$ cat src/rtl/fetch_redirect.sv
`default_nettype none
// ============================================================================
//  Module   : fetch_redirect
//  Purpose  : Fetch-stage PC, imem drive and IF/ID register with squash of
//             wrong-path words after an execute-stage jump/branch redirect.
//  Revision : 1.0  initial release
// ============================================================================
module fetch_redirect #(
    parameter logic [15:0] RESET_PC = 16'h0000,
    parameter int unsigned SQUASH   = 1,
    parameter logic [15:0] NOP      = 16'h0000
) (
    input  logic        clk,
    input  logic        rst_n,
    input  logic        stall,
    input  logic        SelectJOrB,
    input  logic [15:0] JBTarget,
    input  logic [15:0] ImemInstr,
    output logic [15:0] ImemAddr,
    output logic        ImemEn,
    output logic [15:0] IfInstr,
    output logic [15:0] IfPC,
    output logic        IfValid,
    output logic        Misalign,
    output logic [15:0] RedirectCount
);

    localparam logic [1:0]  c_SQUASH_INIT = SQUASH[1:0];
    localparam logic [15:0] c_COUNT_MAX   = 16'hFFFF;

    logic [15:0] r_pc;
    logic [15:0] r_pcIssued;
    logic [1:0]  r_sqCnt;
    logic [15:0] r_ifInstr;
    logic [15:0] r_ifPc;
    logic        r_ifValid;
    logic        r_misalign;
    logic [15:0] r_redirectCount;

    logic        w_squashing;
    logic [15:0] w_pcNext;

    assign w_squashing = (r_sqCnt != 2'd0);
    assign w_pcNext    = r_pc + 16'd2;

    // A redirect must reach the imem even while decode is holding.
    assign ImemEn   = ~stall | SelectJOrB;
    assign ImemAddr = r_pc;

    always_ff @(posedge clk or negedge rst_n) begin
        if (!rst_n) begin
            r_pc            <= RESET_PC;
            r_pcIssued      <= RESET_PC;
            r_sqCnt         <= c_SQUASH_INIT;
            r_ifInstr       <= NOP;
            r_ifPc          <= RESET_PC;
            r_ifValid       <= 1'b0;
            r_misalign      <= 1'b0;
            r_redirectCount <= 16'd0;
        end else if (SelectJOrB) begin
            r_pc       <= {JBTarget[15:1], 1'b0};
            r_pcIssued <= r_pc;
            r_sqCnt    <= c_SQUASH_INIT;
            r_ifInstr  <= NOP;
            r_ifValid  <= 1'b0;
            if (r_redirectCount != c_COUNT_MAX) begin
                r_redirectCount <= r_redirectCount + 16'd1;
            end
            if (JBTarget[0]) begin
                r_misalign <= 1'b1;
            end
        end else if (!stall) begin
            r_pc       <= w_pcNext;
            r_pcIssued <= r_pc;
            if (w_squashing) begin
                // Word on ImemInstr belongs to the path before the redirect.
                r_ifInstr <= NOP;
                r_ifValid <= 1'b0;
                r_sqCnt   <= r_sqCnt - 2'd1;
            end else begin
                r_ifInstr <= ImemInstr;
                r_ifPc    <= r_pcIssued;
                r_ifValid <= 1'b1;
            end
        end
    end

    assign IfInstr       = r_ifInstr;
    assign IfPC          = r_ifPc;
    assign IfValid       = r_ifValid;
    assign Misalign      = r_misalign;
    assign RedirectCount = r_redirectCount;

endmodule
`default_nettype wire
$ cat config.mk
export PLATFORM = sky130hd
export DESIGN_NAME = fetch_redirect
export DESIGN_NICKNAME = d
export VERILOG_FILES = /design/src/rtl/fetch_redirect.sv
export SDC_FILE = /design/constraint.sdc
export NUM_CORES = 1
export LEC_CHECK = 0
export BUFFER_PORTS_ARGS = -buffer_cell sky130_fd_sc_hd__buf_2
export CAP_MARGIN = 20
export CORE_MARGIN = 2
export CORE_UTILIZATION = 51
export CTS_CLUSTER_SIZE = 24
export DETAILED_ROUTE_END_ITERATION = 12
export PLACE_DENSITY = 0.79
export RECOVER_POWER = 50
export SLEW_MARGIN = 30
export SYNTH_ARGS = -nofsm -noshare
export SYNTH_HDL_FRONTEND = slang
export SYNTH_SLANG_ARGS = --single-unit
$ cat constraint.sdc
create_clock -name clk -period 2.4 [get_ports clk]
set_input_delay 0.12 -clock clk [delete_from_list [all_inputs] [get_ports clk]]
set_output_delay 0.12 -clock clk [all_outputs]
set_load 0.01 [all_outputs]
=== Word-level counts from Yosys, hierarchy flattened ===
Index checks and enable logic that the tools add are counted.

* Logic and storage cells: 36
* Input port bits: 36
* Output and inout port bits: 67
* Register bits after elaboration: 84

* Reductions and logical operators: 6
* Bitwise operators: 4
* $add $sub $neg: 3
* Multiplexer cells: 13
* Equality and inequality tests: 2

{| class="wikitable"
|+ Operators with widths
! cell !! number
|-
| $mux W16 || 7
|-
| $add A16 B1 Y16 const B || 1
|-
| $add A16 B2 Y16 const B || 1
|-
| $ne A16 B16 Y1 const B || 1
|-
| $mux W2 || 3
|-
| $reduce_and A2 Y1 || 3
|-
| $reduce_bool A2 Y1 || 2
|-
| $mux W1 || 3
|-
| $not A1 Y1 || 3
|-
| $reduce_and A3 Y1 || 1
|-
| $ne A2 B1 Y1 const B || 1
|-
| $sub A2 B1 Y2 const B || 1
|-
| $or A1 B1 Y1 || 1
|}

=== Depth between registers and ports, before layout ===
Gate-level depths: netlist (run 1).

* Word-level depth: 4
* Depth in mapped cells: 6
* Mapped depth without buffers: 5

=== Worst setup path after synthesis (run 1) ===
OpenSTA, ideal clock, no wires.

* Path type: reg-to-reg
* Start: register r_redirectCount[0] (netlist: RedirectCount[0])
* End: register r_redirectCount[1] (netlist: RedirectCount[1])
* Data required time: 2.275 ns
* Arrival: 1.656 ns
* Path slack: 0.619 ns
* Cell stages (with the launch flop): 6
* Cell sequence: dfrtp_1 -> ha_1 -> nand3_1 -> or4_4 -> nand2_4 -> mux2_4

* Word-level cells in the longest chain between the ends: 2

{| class="wikitable"
|+ RTL lines
! element !! RTL line !! text
|-
| from (decl) || 38 || <nowiki>logic [15:0] r_redirectCount;</nowiki>
|-
| from (signal assigned) || 67 || <nowiki>r_redirectCount <= r_redirectCount + 16'd1;</nowiki>
|-
| parallel branches: the longest is 2 deep, another holds $add A16 B1 Y16 || -- ||
|}

Several ways; the timed one is not identified.
A chain may end at the register's enable or synchronous reset.

=== Final worst setup path (run 1) ===
Ends and elaborated chain as after synthesis.

==> summary.md, run 1 <==
| Metric | Value |
|---|---|
| Critical path buffers and inverters | `0` |
| Via count | `2,712` |
| GP Congestion | `0.851` |
| Cell Area, Synth | `0.00354 mm2` |
| Slowest CP cell | `or4_4` |
| CTS Buffer Depth | `2` |
| Commonest non-fill, non-tap cell in the layout | `dfrtp_1` |
| Area of the multi-input gates | `0.00141 mm2` |
| Port Buffer Count | `100` |
| Share of cells above drive strength 1 | `30.7%` |
| Register area | `0.00203 mm2` |
| Gate Count Post-Synth | `288` |
| CTS buffer count | `9` |
| Worst-path fanout max | `5` |
| # rows | `30` |
| Post-synth top area cell | `dfrtp_1` |
| Lkg Pwr | `0.00215 uW` |
| Avg Vias per Cell | `5.46` |
| Die area | `0.00763 mm2` |
| Synth top area share | `56.5%` |
| Final setup viols | `0` |
| DR iter-0 viols | `127` |
| Initial Utilization | `52.4%` |
| Slew of the pin with the lowest slew margin | `0.730 ns` |
| Yosys warning count | `0` |
| Relative slew slack | `51.4%` |
| Outcome | `finished, final reports clean` |
| Core area | `0.00676 mm2` |
| # clock sinks | `81` |
| Number of synthesized register bits | `81` |
| Non-Filler Instances | `497` |
| Dpl cell area | `0.00407 mm2` |
| # diodes | `0` |
| Vias in the first global route | `2,573` |
| Clk Latency, worst-skew pair | `0.35 ns` |
| Final slew viol count | `0` |
| RSZ-0062 raised after global routing | `false` |
| Remaining Overflow, GRT | `0` |
| Syn Area/Cell | `12.3 um2` |
| Routed WL | `7900 um` |
| Power density cells | `808 mW/mm2` |
| Design Area, Final | `0.00452 mm2` |
| H-tree lvl count | `3` |
| Synth unique cells | `44` |
| Top sig layer | `met4` |
| Crit path DAT | `2.13 ns` |
| Fillers | `526` |
| DR WL met3 | `350 um` |
| DIE WIDTH | `87.3 um` |
| Max_cap viols | `0` |
| Area Overhead vs Synth | `27.5%` |
| DRT Pass-1 Iters | `4` |
| Critical path, cell by cell | `ha_1 -> nand3_1 -> or4_4 -> nand2_4 -> mux2_4` |
| Crit share post-route | `78.3%` |
| Startpoint type of the worst setup path | `flip-flop` |
| Req. time, crit path | `2.65 ns` |
| Met1 wire length | `3530 um` |
| Crit-path leading delay family | `simple AND/OR/NAND/NOR gates` |
| Die Height | `87.3 um` |
| CP Capture Type | `flip-flop` |
| Setup TNS | `0 ns` |
| Met2 WL | `3840 um` |
| Initial antenna violation count | `0` |
| Wire per inst | `15.9 um` |
| Hpwl dp | `4960 um` |
| Ports | `103` |
| TritonCTS clock tree | `built` |
| Clock Pin Slew Worst Setup and Hold Paths | `0.09 ns` |
| Hold slack | `0.0125 ns` |
| Fmax | `0.532 GHz` |
| Hold WC Path Type | `primary input to flip-flop` |
| Max incr delay on CP | `0.55 ns` |
| GRT Overall Usage | `20.8%` |
| Setup CP Type | `flip-flop to flip-flop` |
| Global-route wire length before repair | `12,300 um` |
| # resized after CTS | `0` |
| Antenna-violating nets left | `0` |
| Largest net degree at the start of global routing | `82` |
| Tmin final | `1.88 ns` |
| Synth area leaders | `dfrtp_1 (57%), mux2_2 (9.9%), a22o_1 (4.0%)` |
| Placed cell count | `453` |
| Final hold violations | `0` |
| Seq/Total Area, Yosys | `57.3%` |
| Nets@finish | `451` |
| Max IR drop VDD | `0.622 mV` |
| DRC | `0` |
| Final Power | `3650 uW` |
| Most frequent cells in the layout | `dfrtp_1 (80), buf_2 (69), mux2_2 (31), clkbuf_1 (30), dlygate4sd3_1 (28)` |
| CTS root buf | `clkbuf_8` |
| Worst Skew | `0.0134 ns` |
## what timing repair did
action	CTS	global route
endpoints found under the hold margin	106	1
endpoints found under the setup margin	0	0
hold buffers	27	1
buffers inserted	0	0
## stage by stage
stage | setup WS, ns | util, %
final | 0.521 | 66.8
after global routing | 0.439 | 66.8
after CTS | 0.530 | 67.2
after detailed placement | 0.548 | 60.2
after global placement | 0.629 | 60.2
after floorplan | 0.619 | -
## state kept, by name, summed over array words and instances, names as in the netlist
signal / flops
IfInstr: 16
RedirectCount: 16
IfPC: 15
ImemAddr: 15
r_pcIssued: 15
r_sqCnt: 2
IfValid: 1
Misalign: 1
## routing by layer
layer	up-vias	global-route usage, %
met4	0	8.67
met5	-	0
met1	1332	27.6
met3	13	4.08
li1	1276	-
met2	91	33.6
## logic make-up after synthesis
logic type	after synthesis	share of synthesized area, %
AOI/OAI and AO/OA	40	7.84
xor gates and xnor gates	24	5.93
adders and majority gates	3	1.06
buffers and inverters	22	3.36
DFF	81	57.3
muxes	33	10.6
other	1	0.106
and+or+nand+nor	84	13.9
## worst register-to-register path: stages, from the launching register on
cell	delay (ns)
dfrtp_1	0.45
ha_1	0.25
nand3_1	0.12
or4_4	0.55
nand2_4	0.11
mux2_4	0.30
## Yosys cell counts
| cell | count |
|---|---|
| dfrtp_1 | 80 |
| a21o_1 | 2 |
| inv_1 | 4 |
| ha_1 | 3 |
| a31oi_1 | 1 |
| nor2_1 | 9 |
| and3_1 | 5 |
| a22o_1 | 16 |
| mux2_4 | 1 |
| conb_1 | 1 |
| nand2_1 | 22 |
| nand3b_1 | 1 |
| o21ai_0 | 13 |
| nor3b_2 | 1 |
| buf_4 | 3 |
| clkbuf_1 | 7 |
| buf_6 | 1 |
| and4_1 | 4 |
| mux2_2 | 31 |
| and3b_1 | 1 |
| nand3_1 | 7 |
| xnor2_1 | 11 |
| or4_4 | 1 |
| and4_2 | 1 |
| nand4_2 | 2 |
| a41oi_1 | 1 |
| nor4b_1 | 1 |
| and2_1 | 1 |
| a21oi_1 | 5 |
| xor2_1 | 13 |
| buf_2 | 6 |
| nand4_1 | 8 |
| nand2b_1 | 3 |
| a221o_1 | 1 |
| a211oi_1 | 1 |
| nor2b_1 | 3 |
| and4b_1 | 1 |
| clkbuf_8 | 1 |
| nor4_1 | 3 |
| nand4b_1 | 3 |
| mux2i_1 | 1 |
| nor3_1 | 6 |
| nand2_4 | 1 |
| dfstp_2 | 1 |
## power by group
part | switching (uW) | internal (uW) | leakage [uW]
sequential | 219 | 1620 | 0.00102
clock | 525 | 488 | 0.0000962
combinational | 399 | 399 | 0.00103
total | 1140 | 2500 | 0.00215
## final timing paths
kind / start / end / slack, ns / cells past startpoint
worst max register to register: RedirectCount[0] / RedirectCount[1] / 0.52 / 5
max in group asynchronous: rst_n / IfPC[6] / 1.54 / 2
min in group asynchronous: rst_n / ImemAddr[1] / 0.39 / 2
worst max-delay path: RedirectCount[0] / RedirectCount[1] / 0.52 / 5
worst min register to register: Misalign / Misalign / 0.47 / 1
worst min-delay path: JBTarget[7] / ImemAddr[7] / 0.01 / 3
## area by class of cell
type	instances	share of cell area, %
tap	80	2.22
clock inverter	7	1.69
sequential	81	44.9
inverter	4	0.333
multi-input combinational	186	31.2
clock buffer	9	2.74
timing repair buffer	130	16.9
(Power assumes the default switching activity.)
==> inputs of run 2 (changes only) <==
- clock period: 2.4 -> 1.8 ns (I/O delays scaled with it)
==> summary.md, run 2 (same netlist as run 1, synthesis figures left out) <==
| Metric | Value |
|---|---|
| Max IR drop VDD | `0.557 mV` |
| Startpoint type of the worst setup path | `flip-flop` |
| Initial antenna violation count | `0` |
| Final hold violations | `0` |
| Wire per inst | `15.5 um` |
| Remaining Overflow, GRT | `0` |
| Outcome | `finished, final reports clean` |
| CTS Buffer Depth | `2` |
| Lkg Pwr | `0.00229 uW` |
| Most frequent cells in the layout | `dfrtp_1 (80), buf_2 (78), dlygate4sd3_1 (33), mux2_2 (31)` |
| DIE WIDTH | `87.3 um` |
| Largest net degree at the start of global routing | `36` |
| Clk Latency, worst-skew pair | `0.35 ns` |
| Slew of the pin with the lowest slew margin | `0.714 ns` |
| Tmin final | `1.75 ns` |
| Share of cells above drive strength 1 | `34.7%` |
| Setup TNS | `0 ns` |
| Area Overhead vs Synth | `32.9%` |
| Register area | `0.00203 mm2` |
| Clock Pin Slew Worst Setup and Hold Paths | `0.08 ns` |
| DRC | `0` |
| Final Power | `4990 uW` |
| Nets@finish | `472` |
| Req. time, crit path | `2.03 ns` |
| RSZ-0062 raised after global routing | `false` |
| Die Height | `87.3 um` |
| Initial Utilization | `52.4%` |
| Antenna-violating nets left | `0` |
| Hold WC Path Type | `primary input to flip-flop` |
| Final setup viols | `0` |
| # clock sinks | `81` |
| Vias in the first global route | `2,782` |
| Hpwl dp | `5310 um` |
| Final slew viol count | `0` |
| H-tree lvl count | `3` |
| Port Buffer Count | `100` |
| Crit path DAT | `1.98 ns` |
| DRT Pass-1 Iters | `4` |
| Ports | `103` |
| Avg Vias per Cell | `5.34` |
| Die area | `0.00763 mm2` |
| Power density cells | `1060 mW/mm2` |
| Area of the multi-input gates | `0.00141 mm2` |
| Crit share post-route | `97.1%` |
| Fmax | `0.572 GHz` |
| Setup CP Type | `flip-flop to flip-flop` |
| Relative slew slack | `52.4%` |
| # rows | `30` |
| GP Congestion | `0.886` |
| TritonCTS clock tree | `built` |
| DR iter-0 viols | `136` |
| GRT Overall Usage | `22.2%` |
| Hold slack | `0.193 ns` |
| Dpl cell area | `0.00417 mm2` |
| Max_cap viols | `0` |
| CP Capture Type | `flip-flop` |
| Global-route wire length before repair | `13,100 um` |
| Design Area, Final | `0.00471 mm2` |
| Worst Skew | `0.00837 ns` |
| CTS buffer count | `9` |
| Commonest non-fill, non-tap cell in the layout | `dfrtp_1` |
| Via count | `2,765` |
| Fillers | `510` |
| Routed WL | `8040 um` |
| # diodes | `0` |
| Core area | `0.00676 mm2` |
| Worst-path fanout max | `5` |
| CTS root buf | `clkbuf_8` |
==> run 2: area by class of cell <==
type,count,share of cell area [%]
Clock buffer,11,3.22
Tap cell,80,2.13
Clock inverter,5,1.28
Timing Repair Buffer,151,20.1
Multi-Input combinational cell,186,29.9
Sequential cell,81,43.1
Inverter,4,0.319
==> run 2: worst max-delay path, stage by stage (launching register included) <==
cell	delay (ns)
dfrtp_1	0.43
nand4_2	0.18
or4_4	0.63
nand2_4	0.11
mux2_4	0.29
==> run 2: metal layers <==
layer	global-route usage, %	share of wire [%]
met5	0	0
met2	36.6	49
met1	28.5	43
met3	3.79	5.0
met4	10.8	2.6
==> run 2: where the power goes <==
group	total, uW	switching [uW]	internal [uW]
clock	1390	663	724
sequential	2400	243	2160
combinational	1210	579	628
==> run 2: worst paths after layout <==
path / from / to / slack (ns) / cells past startpoint
setup / recovery: RedirectCount[5] / RedirectCount[1] / 0.05 / 4
max in group asynchronous: rst_n / r_sqCnt[0] / 0.42 / 3
min in group asynchronous: rst_n / IfPC[2] / 0.34 / 2
setup reg to reg: RedirectCount[5] / RedirectCount[1] / 0.05 / 4
hold reg to reg: Misalign / Misalign / 0.48 / 1
hold / removal: stall / ImemAddr[1] / 0.19 / 3
==> run 2: what timing repair did <==
action,in CTS,in global routing
hold buffers,33,0
hold endpoints to repair,60,0
buffers inserted,2,2
endpoints found under the setup margin,30,1
resized for setup,0,1
pin swaps,0,1
==> run 2: stage by stage <==
stage | utilization (%) | setup WS, ns | std cells
after floorplan | - | 0.0193 | 289
after global placement | 61.7 | -0.101 | 465
after detailed placement | 61.7 | -0.176 | 465
after CTS | 70.2 | 0.0457 | 516
after global routing | 69.7 | 0.0112 | 518
final | 69.7 | 0.0515 | 518
